<file path="config.mk">
export PLATFORM = sky130hd
export DESIGN_NAME = wb_arbiter
export DESIGN_NICKNAME = d
export VERILOG_FILES = /design/src/rtl/wb_pkg.sv /design/src/rtl/wb_chan_fifo.sv /design/src/rtl/wb_arbiter.sv
export SDC_FILE = /design/constraint.sdc
export NUM_CORES = 1
export LEC_CHECK = 0
export ABC_AREA = 1
export BUFFER_PORTS_ARGS = -buffer_cell sky130_fd_sc_hd__buf_4
export CORE_MARGIN = 4
export CORE_UTILIZATION = 29
export DETAILED_ROUTE_END_ITERATION = 6
export GPL_TIMING_DRIVEN = 0
export HOLD_SLACK_MARGIN = 0.03
export PLACE_DENSITY = 0.46
export SYNTH_ARGS = -nofsm -noshare
export SYNTH_HDL_FRONTEND = slang
export SYNTH_HIERARCHICAL = 1
export SYNTH_SLANG_ARGS = --single-unit
</file>
<file path="constraint.sdc">
create_clock -name clk -period 7 [get_ports clk]
set_input_delay 0.35 -clock clk [delete_from_list [all_inputs] [get_ports clk]]
set_output_delay 0.35 -clock clk [all_outputs]
set_load 0.005 [all_outputs]
</file>
<file path="src/rtl/wb_pkg.sv">
// Shared types and helpers for the write-back arbiter.
package wb_pkg;
   localparam int REG_IDX_W = 5;
   localparam int XLEN_DEF  = 32;

   typedef struct packed {
      logic [REG_IDX_W-1:0] rd;
      logic [XLEN_DEF-1:0]  data;
   } wb_entry_t;

   function automatic logic [31:0] onehot32(input logic [REG_IDX_W-1:0] idx);
      onehot32 = 32'd1 << idx;
   endfunction
endpackage

</file>
<file path="src/rtl/wb_chan_fifo.sv">
// Per-channel result FIFO; per-slot valid/rd exported so the top can build pend_mask.
module wb_chan_fifo
   import wb_pkg::*;
#(
   parameter int XLEN  = XLEN_DEF,
   parameter int DEPTH = 2
) (
   input  logic                                 clk,
   input  logic                                 rst,
   input  logic                                 push,
   input  logic [REG_IDX_W-1:0]                 push_rd,
   input  logic [XLEN-1:0]                      push_data,
   input  logic                                 pop,
   output logic                                 full,
   output logic                                 empty,
   output logic [REG_IDX_W-1:0]                 head_rd,
   output logic [XLEN-1:0]                      head_data,
   output logic [DEPTH-1:0]                     ent_vld,
   output logic [DEPTH-1:0][REG_IDX_W-1:0]      ent_rd
);
   localparam int AW = $clog2(DEPTH);

   logic [AW-1:0]              wr_ptr, rd_ptr;
   logic [DEPTH-1:0][XLEN-1:0] mem_data;

   // Per-slot valid bits double as occupancy: full/empty fall out of them directly.
   assign full      = &ent_vld;
   assign empty     = ~|ent_vld;
   assign head_rd   = ent_rd[rd_ptr];
   assign head_data = mem_data[rd_ptr];

   always_ff @(posedge clk) begin
      if (rst) begin
         wr_ptr  <= '0;
         rd_ptr  <= '0;
         ent_vld <= '0;
         ent_rd  <= '0;
      end else begin
         if (push && !full) begin
            ent_vld[wr_ptr]  <= 1'b1;
            ent_rd[wr_ptr]   <= push_rd;
            mem_data[wr_ptr] <= push_data;
            wr_ptr           <= wr_ptr + 1'b1;
         end
         if (pop && !empty) begin
            ent_vld[rd_ptr] <= 1'b0;
            rd_ptr          <= rd_ptr + 1'b1;
         end
      end
   end
endmodule

</file>
<file path="src/rtl/wb_arbiter.sv">
// Write-back arbiter: EXE has fixed priority, long-latency channels drain round-robin.
// Optional perf counters under `define WB_PERF_EN.
module wb_arbiter
   import wb_pkg::*;
#(
   parameter int XLEN  = XLEN_DEF,
   parameter int NCH   = 2,
   parameter int DEPTH = 2
) (
   input  logic                      clk,
   input  logic                      rst,
   input  logic                      exe_vld,
   input  logic [REG_IDX_W-1:0]      exe_rd,
   input  logic [XLEN-1:0]           exe_data,
   input  logic [NCH-1:0]            lc_vld,
   input  logic [NCH*REG_IDX_W-1:0]  lc_rd,
   input  logic [NCH*XLEN-1:0]       lc_data,
   output logic [NCH-1:0]            lc_rdy,
   output logic                      rf_wr,
   output logic [REG_IDX_W-1:0]      rf_rd,
   output logic [XLEN-1:0]           rf_data,
   output logic [31:0]               pend_mask
`ifdef WB_PERF_EN
   ,
   output logic [31:0]               perf_starve_cnt,
   output logic [31:0]               perf_full_cnt
`endif
);
   localparam int CW = (NCH > 1) ? $clog2(NCH) : 1;

   logic [NCH-1:0]                             full, empty, push, pop;
   logic [NCH-1:0][REG_IDX_W-1:0]              head_rd;
   logic [NCH-1:0][XLEN-1:0]                   head_data;
   logic [NCH-1:0][DEPTH-1:0]                  ent_vld;
   logic [NCH-1:0][DEPTH-1:0][REG_IDX_W-1:0]   ent_rd;
   logic                                       exe_wr, cand_vld;
   logic [CW-1:0]                              rr_ptr, cand_idx;

   assign exe_wr = exe_vld && (exe_rd != '0);

   for (genvar c = 0; c < NCH; c++) begin : g_ch
      logic [REG_IDX_W-1:0] rd_c;
      assign rd_c      = lc_rd[c*REG_IDX_W +: REG_IDX_W];
      assign lc_rdy[c] = !full[c] && !rst;
      // x0 results are acknowledged but never stored.
      assign push[c]   = lc_vld[c] && lc_rdy[c] && (rd_c != '0);
      assign pop[c]    = cand_vld && !exe_wr && (cand_idx == CW'(c));

      wb_chan_fifo #(.XLEN(XLEN), .DEPTH(DEPTH)) u_fifo (
         .clk       (clk),
         .rst       (rst),
         .push      (push[c]),
         .push_rd   (rd_c),
         .push_data (lc_data[c*XLEN +: XLEN]),
         .pop       (pop[c]),
         .full      (full[c]),
         .empty     (empty[c]),
         .head_rd   (head_rd[c]),
         .head_data (head_data[c]),
         .ent_vld   (ent_vld[c]),
         .ent_rd    (ent_rd[c])
      );

      a_no_overflow: assert property (@(posedge clk) disable iff (rst) !(lc_vld[c] && !lc_rdy[c]));
   end

   // First non-empty channel at or after rr_ptr; only used when EXE leaves the port free.
   always_comb begin
      cand_vld = 1'b0;
      cand_idx = '0;
      for (int k = 0; k < NCH; k++) begin
         if (!cand_vld && !empty[(int'(rr_ptr) + k) % NCH]) begin
            cand_vld = 1'b1;
            cand_idx = CW'((int'(rr_ptr) + k) % NCH);
         end
      end
   end

   always_comb begin
      pend_mask = '0;
      for (int c = 0; c < NCH; c++)
         for (int i = 0; i < DEPTH; i++)
            if (ent_vld[c][i]) pend_mask |= onehot32(ent_rd[c][i]);
   end

   always_ff @(posedge clk) begin
      if (rst) begin
         rf_wr   <= 1'b0;
         rf_rd   <= '0;
         rf_data <= '0;
         rr_ptr  <= '0;
      end else if (exe_wr) begin
         rf_wr   <= 1'b1;
         rf_rd   <= exe_rd;
         rf_data <= exe_data;
      end else if (cand_vld) begin
         rf_wr   <= 1'b1;
         rf_rd   <= head_rd[cand_idx];
         rf_data <= head_data[cand_idx];
         rr_ptr  <= (cand_idx == CW'(NCH-1)) ? '0 : cand_idx + 1'b1;
      end else begin
         rf_wr   <= 1'b0;
      end
   end

`ifdef WB_PERF_EN
   always_ff @(posedge clk) begin
      if (rst) begin
         perf_starve_cnt <= '0;
         perf_full_cnt   <= '0;
      end else begin
         if (cand_vld && exe_wr && perf_starve_cnt != '1) perf_starve_cnt <= perf_starve_cnt + 1'b1;
         if (!(&lc_rdy) && perf_full_cnt != '1)           perf_full_cnt   <= perf_full_cnt + 1'b1;
      end
   end
`endif
endmodule

</file>
==> results.md <==
- Setup bufs post-CTS: 0
- RSZ-0062 raised after global routing: no
- Fin. Hold Viols: 0
- DRT Pass-1 Iters: 4
- Fin crit share: 0.381
- Worst path max stage delay: 460 ps
- Hold Crit Start: lc_data[51]
- Filler cell count: 3557
- Post-synth EDFFs: 128
- Combinational share of power: 0.145
- Static Leak: roughly 0.0056 uW
- Crit path launch type: register
- Clock network power share: 0.386
- Hold Path Stages: 1
- Status: completed
- Post-synth top flop: edfxtp_1
- Cts bufs inserted: 17
- Most frequent CP cell: inv_1
- Routed WL: around 33000 um
- Flop2flop setup slack: between 4000 and 5000 ps
- Clk_skew: 16.4 ps
- CP Capture Type: primary output
- GRT overflow: 0
- Final ANT Viol Nets: 0
- Syn Std Cell Area: 9950 um2
- Hold slack: 88.9 ps
- Worst EP required: 6650 ps
- Pwr dens: 220 nW/um2
- Clock sinks: roughly 200
- Max Cap Viol: 0
- Wire per inst: 17.4 um
- Fraction of registers with async set/reset: 0
- Critical path, cell by cell: inv_1 > nor2_2 > inv_1 > o2111ai_1 > buf_4
- CTS tree: yes
- Worst r2r src: g_ch[1].u_fifo/ent_vld[0]
- First-pass GRT wire length: about 50000 um
- # resized after CTS: 0
- Net Sw Power: 742 uW
- Synth Warn #: 6
- Final setup vio count: 0
- Remaining DRCs: 0
- Netlist cell types: 37
- Net Count, Synth: 1357
- HP Class: in -> reg
- DP HPWL: 25800 um
- Area Growth Syn to Fin: 27.4%
- Min cycle time layout: 2670 ps
- Total Nets Final: between 1500 and 2000
- Slowest cell on crit path: dfxtp_1
- Relative slew slack: 0.509
- CTS Hold Bufs: 0
- Ratio of cells with drive above 1 in the final layout: 0.211
- Internal power: 2050 uW
- Die Span Y: 193 um
- Peak supply drop: 0.215 mV
- Core box area: 33700 um2
- Setup TNS: 0 ps
- Die area: 37300 um2
- Register share of total power: 0.469
- Cell Rows: 67
- Effective utilization at floorplan: 0.295
- FF-to-FF path depth: 9
- Avg Cell Area, Syn: 8.02 um2
- CTS Root Cell: clkbuf_16
- Die Wd: 193 um
- Largest net degree at the start of global routing: 28
- Sink of the worst hold path: g_ch[1].u_fifo/mem_data[51]
- Post-Synthesis Cells: 1241
- RR Endpoint: g_ch[1].u_fifo/mem_data[17]
- Clock insertion delay at the later pin of the skew report: 440 ps
- Final GP Congestion: 0.895
- Vias in the first global route: 8433
- Initial antenna violation count: 5
- CP Data Arrival Time: 2320 ps
- CTS H-tree depth: 4
- FF+latch count, synth: 195
- # port buffers: 186
- Sequential share of the synthesized area: 0.521
- Vias/cell: 4.61
- I/O Pins: approximately 190
- Worst Path Max Fanout: 10
- Total global-route track usage: 0.173
- Iter 0 DRT Violations: ~550
- Max-slew violations: 0
- Via count: 8822
- Setup CP Type: reg -> out
- Slew @ Worst Pin: 731 ps
- Clk slew on worst S/H paths: approximately 80 ps
- Achievable Freq: 375 MHz
- Net Sw Frac: 0.266
- Longest Clk Path Bufs: 2
routing by layer:
layer,GRT usage,wire [um],vias to the layer above,part of all wire
li1,-,-,4489,-
met1,0.222,14300,4048,0.43
met2,0.292,16400,257,0.49
met3,0.0485,2160,22,0.065
met4,0.0393,335,6,0.010
met5,0,47,-,0.0014
cells in the mapped netlist (8+ instances only):
| library cell | count | share of area |
|---|---|---|
| nor3_1 | 19 | 0.0096 |
| edfxtp_1 | 128 | 0.39 |
| dfxtp_1 | 67 | 0.13 |
| nor2_1 | 93 | 0.035 |
| a21oi_1 | 8 | 0.0040 |
| or2_2 | 12 | 0.0075 |
| nand2_1 | 432 | 0.16 |
| nand4_1 | 40 | 0.025 |
| or2_0 | 12 | 0.0075 |
| buf_6 | 10 | 0.011 |
| buf_4 | 10 | 0.0075 |
| o21ai_0 | 14 | 0.0070 |
| inv_1 | 116 | 0.044 |
| nand3_1 | 189 | 0.095 |
| buf_2 | 28 | 0.014 |
| clkbuf_1 | 12 | 0.0045 |
power groups by stage:
| stage | combinational [uW] | sequential (uW) | clock [uW] |
|---|---|---|---|
| 3_3_place_gp | 402 | 1340 | 0 |
| 3_5_place_dp | 408 | 1330 | 0 |
| 4_1_cts | 410 | 1310 | 1110 |
| 5_1_grt | 451 | 1310 | 1160 |
| 6_report | 404 | 1310 | 1080 |
| 2_1_floorplan | 217 | 1330 | 0 |
cells by family after synthesis:
kind of cell	count (synthesis)	share of synthesized area
AND/OR/NAND/NOR	818	0.367
flip-flops	195	0.521
buffers and inverters	186	0.0851
AO/OA/AOI/OAI	42	0.0272
worst max-delay path by stage:
| stage | from | endpoint | slack (ps) | cells after the start |
|---|---|---|---|---|
| 4_1_cts | g_ch[0].u_fifo/ent_vld[0] | pend_mask[10] | 4310 | 5 |
| 6_report | g_ch[0].u_fifo/ent_vld[0] | pend_mask[10] | 4330 | 5 |
| 5_1_grt | g_ch[0].u_fifo/ent_vld[0] | pend_mask[8] | 4230 | 7 |
| 3_3_place_gp | rst | g_ch[1].u_fifo/mem_data[51] | 2670 | 7 |
| 2_1_floorplan | g_ch[1].u_fifo/ent_vld[0] | g_ch[1].u_fifo/mem_data[32] | 4020 | 8 |
| 3_5_place_dp | rst | g_ch[0].u_fifo/mem_data[50] | 4610 | 8 |
flip-flops by register name, indices dropped and copies added, names as in the netlist:
name                  cells
g_ch.u_fifo/wr_ptr        2
rf_data                  32
g_ch.u_fifo/ent_vld       4
g_ch.u_fifo/rd_ptr        2
rr_ptr                    1
rf_rd                     5
rf_wr                     1
g_ch.u_fifo/ent_rd       20
g_ch.u_fifo/mem_data    128
layout make-up:
cell class | count | area [um2] | share of cell area
Antenna cell | 2 | 5.00 | 0.000395
Buffer | 61 | 378 | 0.0298
Clock buffer | 18 | 429 | 0.0339
Clock inverter | 14 | 221 | 0.0175
Inverter | 125 | 469 | 0.0370
Multi-Input combinational cell | 860 | 3950 | 0.312
Sequential cell | 195 | 5180 | 0.409
Tap cell | 448 | 561 | 0.0442
Timing Repair Buffer | 190 | 1480 | 0.116
worst max-delay path, delay by kind of cell (launching register included):
kind | cells | cell delay (ps)
AND/OR/NAND/NOR | 1 | 450
AO/OA/AOI/OAI | 1 | 400
flip-flops | 1 | 460
buffers and inverters | 3 | 570
per-stage QoR:
stage / setup WS [ps] / total power [uW] / utilization / cells / area, um2
after floorplan: 4020 / 1540 / - / 1241 / 9950
after global placement: 2670 / 1740 / 0.353 / 1875 / 11900
after detailed placement: 4610 / 1740 / 0.357 / 1879 / 12000
after CTS: 4310 / 2830 / 0.376 / 1911 / 12700
after global routing: 4230 / 2920 / 0.376 / 1913 / 12700
final: 4330 / 2790 / 0.376 / 1913 / 12700
layout by cell type (no fill, tap or decap), drive strengths merged:
cell and n:
o211ai 5, clkinv 7, dfxtp 67, nor4 3, o2111ai 6, edfxtp 128, a22oi 1, diode 2
nor3 19, and2 1, nand3 194, clkinvlp 2, clkbuf 31, a32oi 1, a31oi 2, a21oi 9
o22ai 2, nand2 439, o21a 1, nand4 40, inv 126, o21ai 15, bufinv 4, or2 24
nand3b 1, nor2 97, buf 238
No activity file was read; power rests on OpenSTA's default activity.
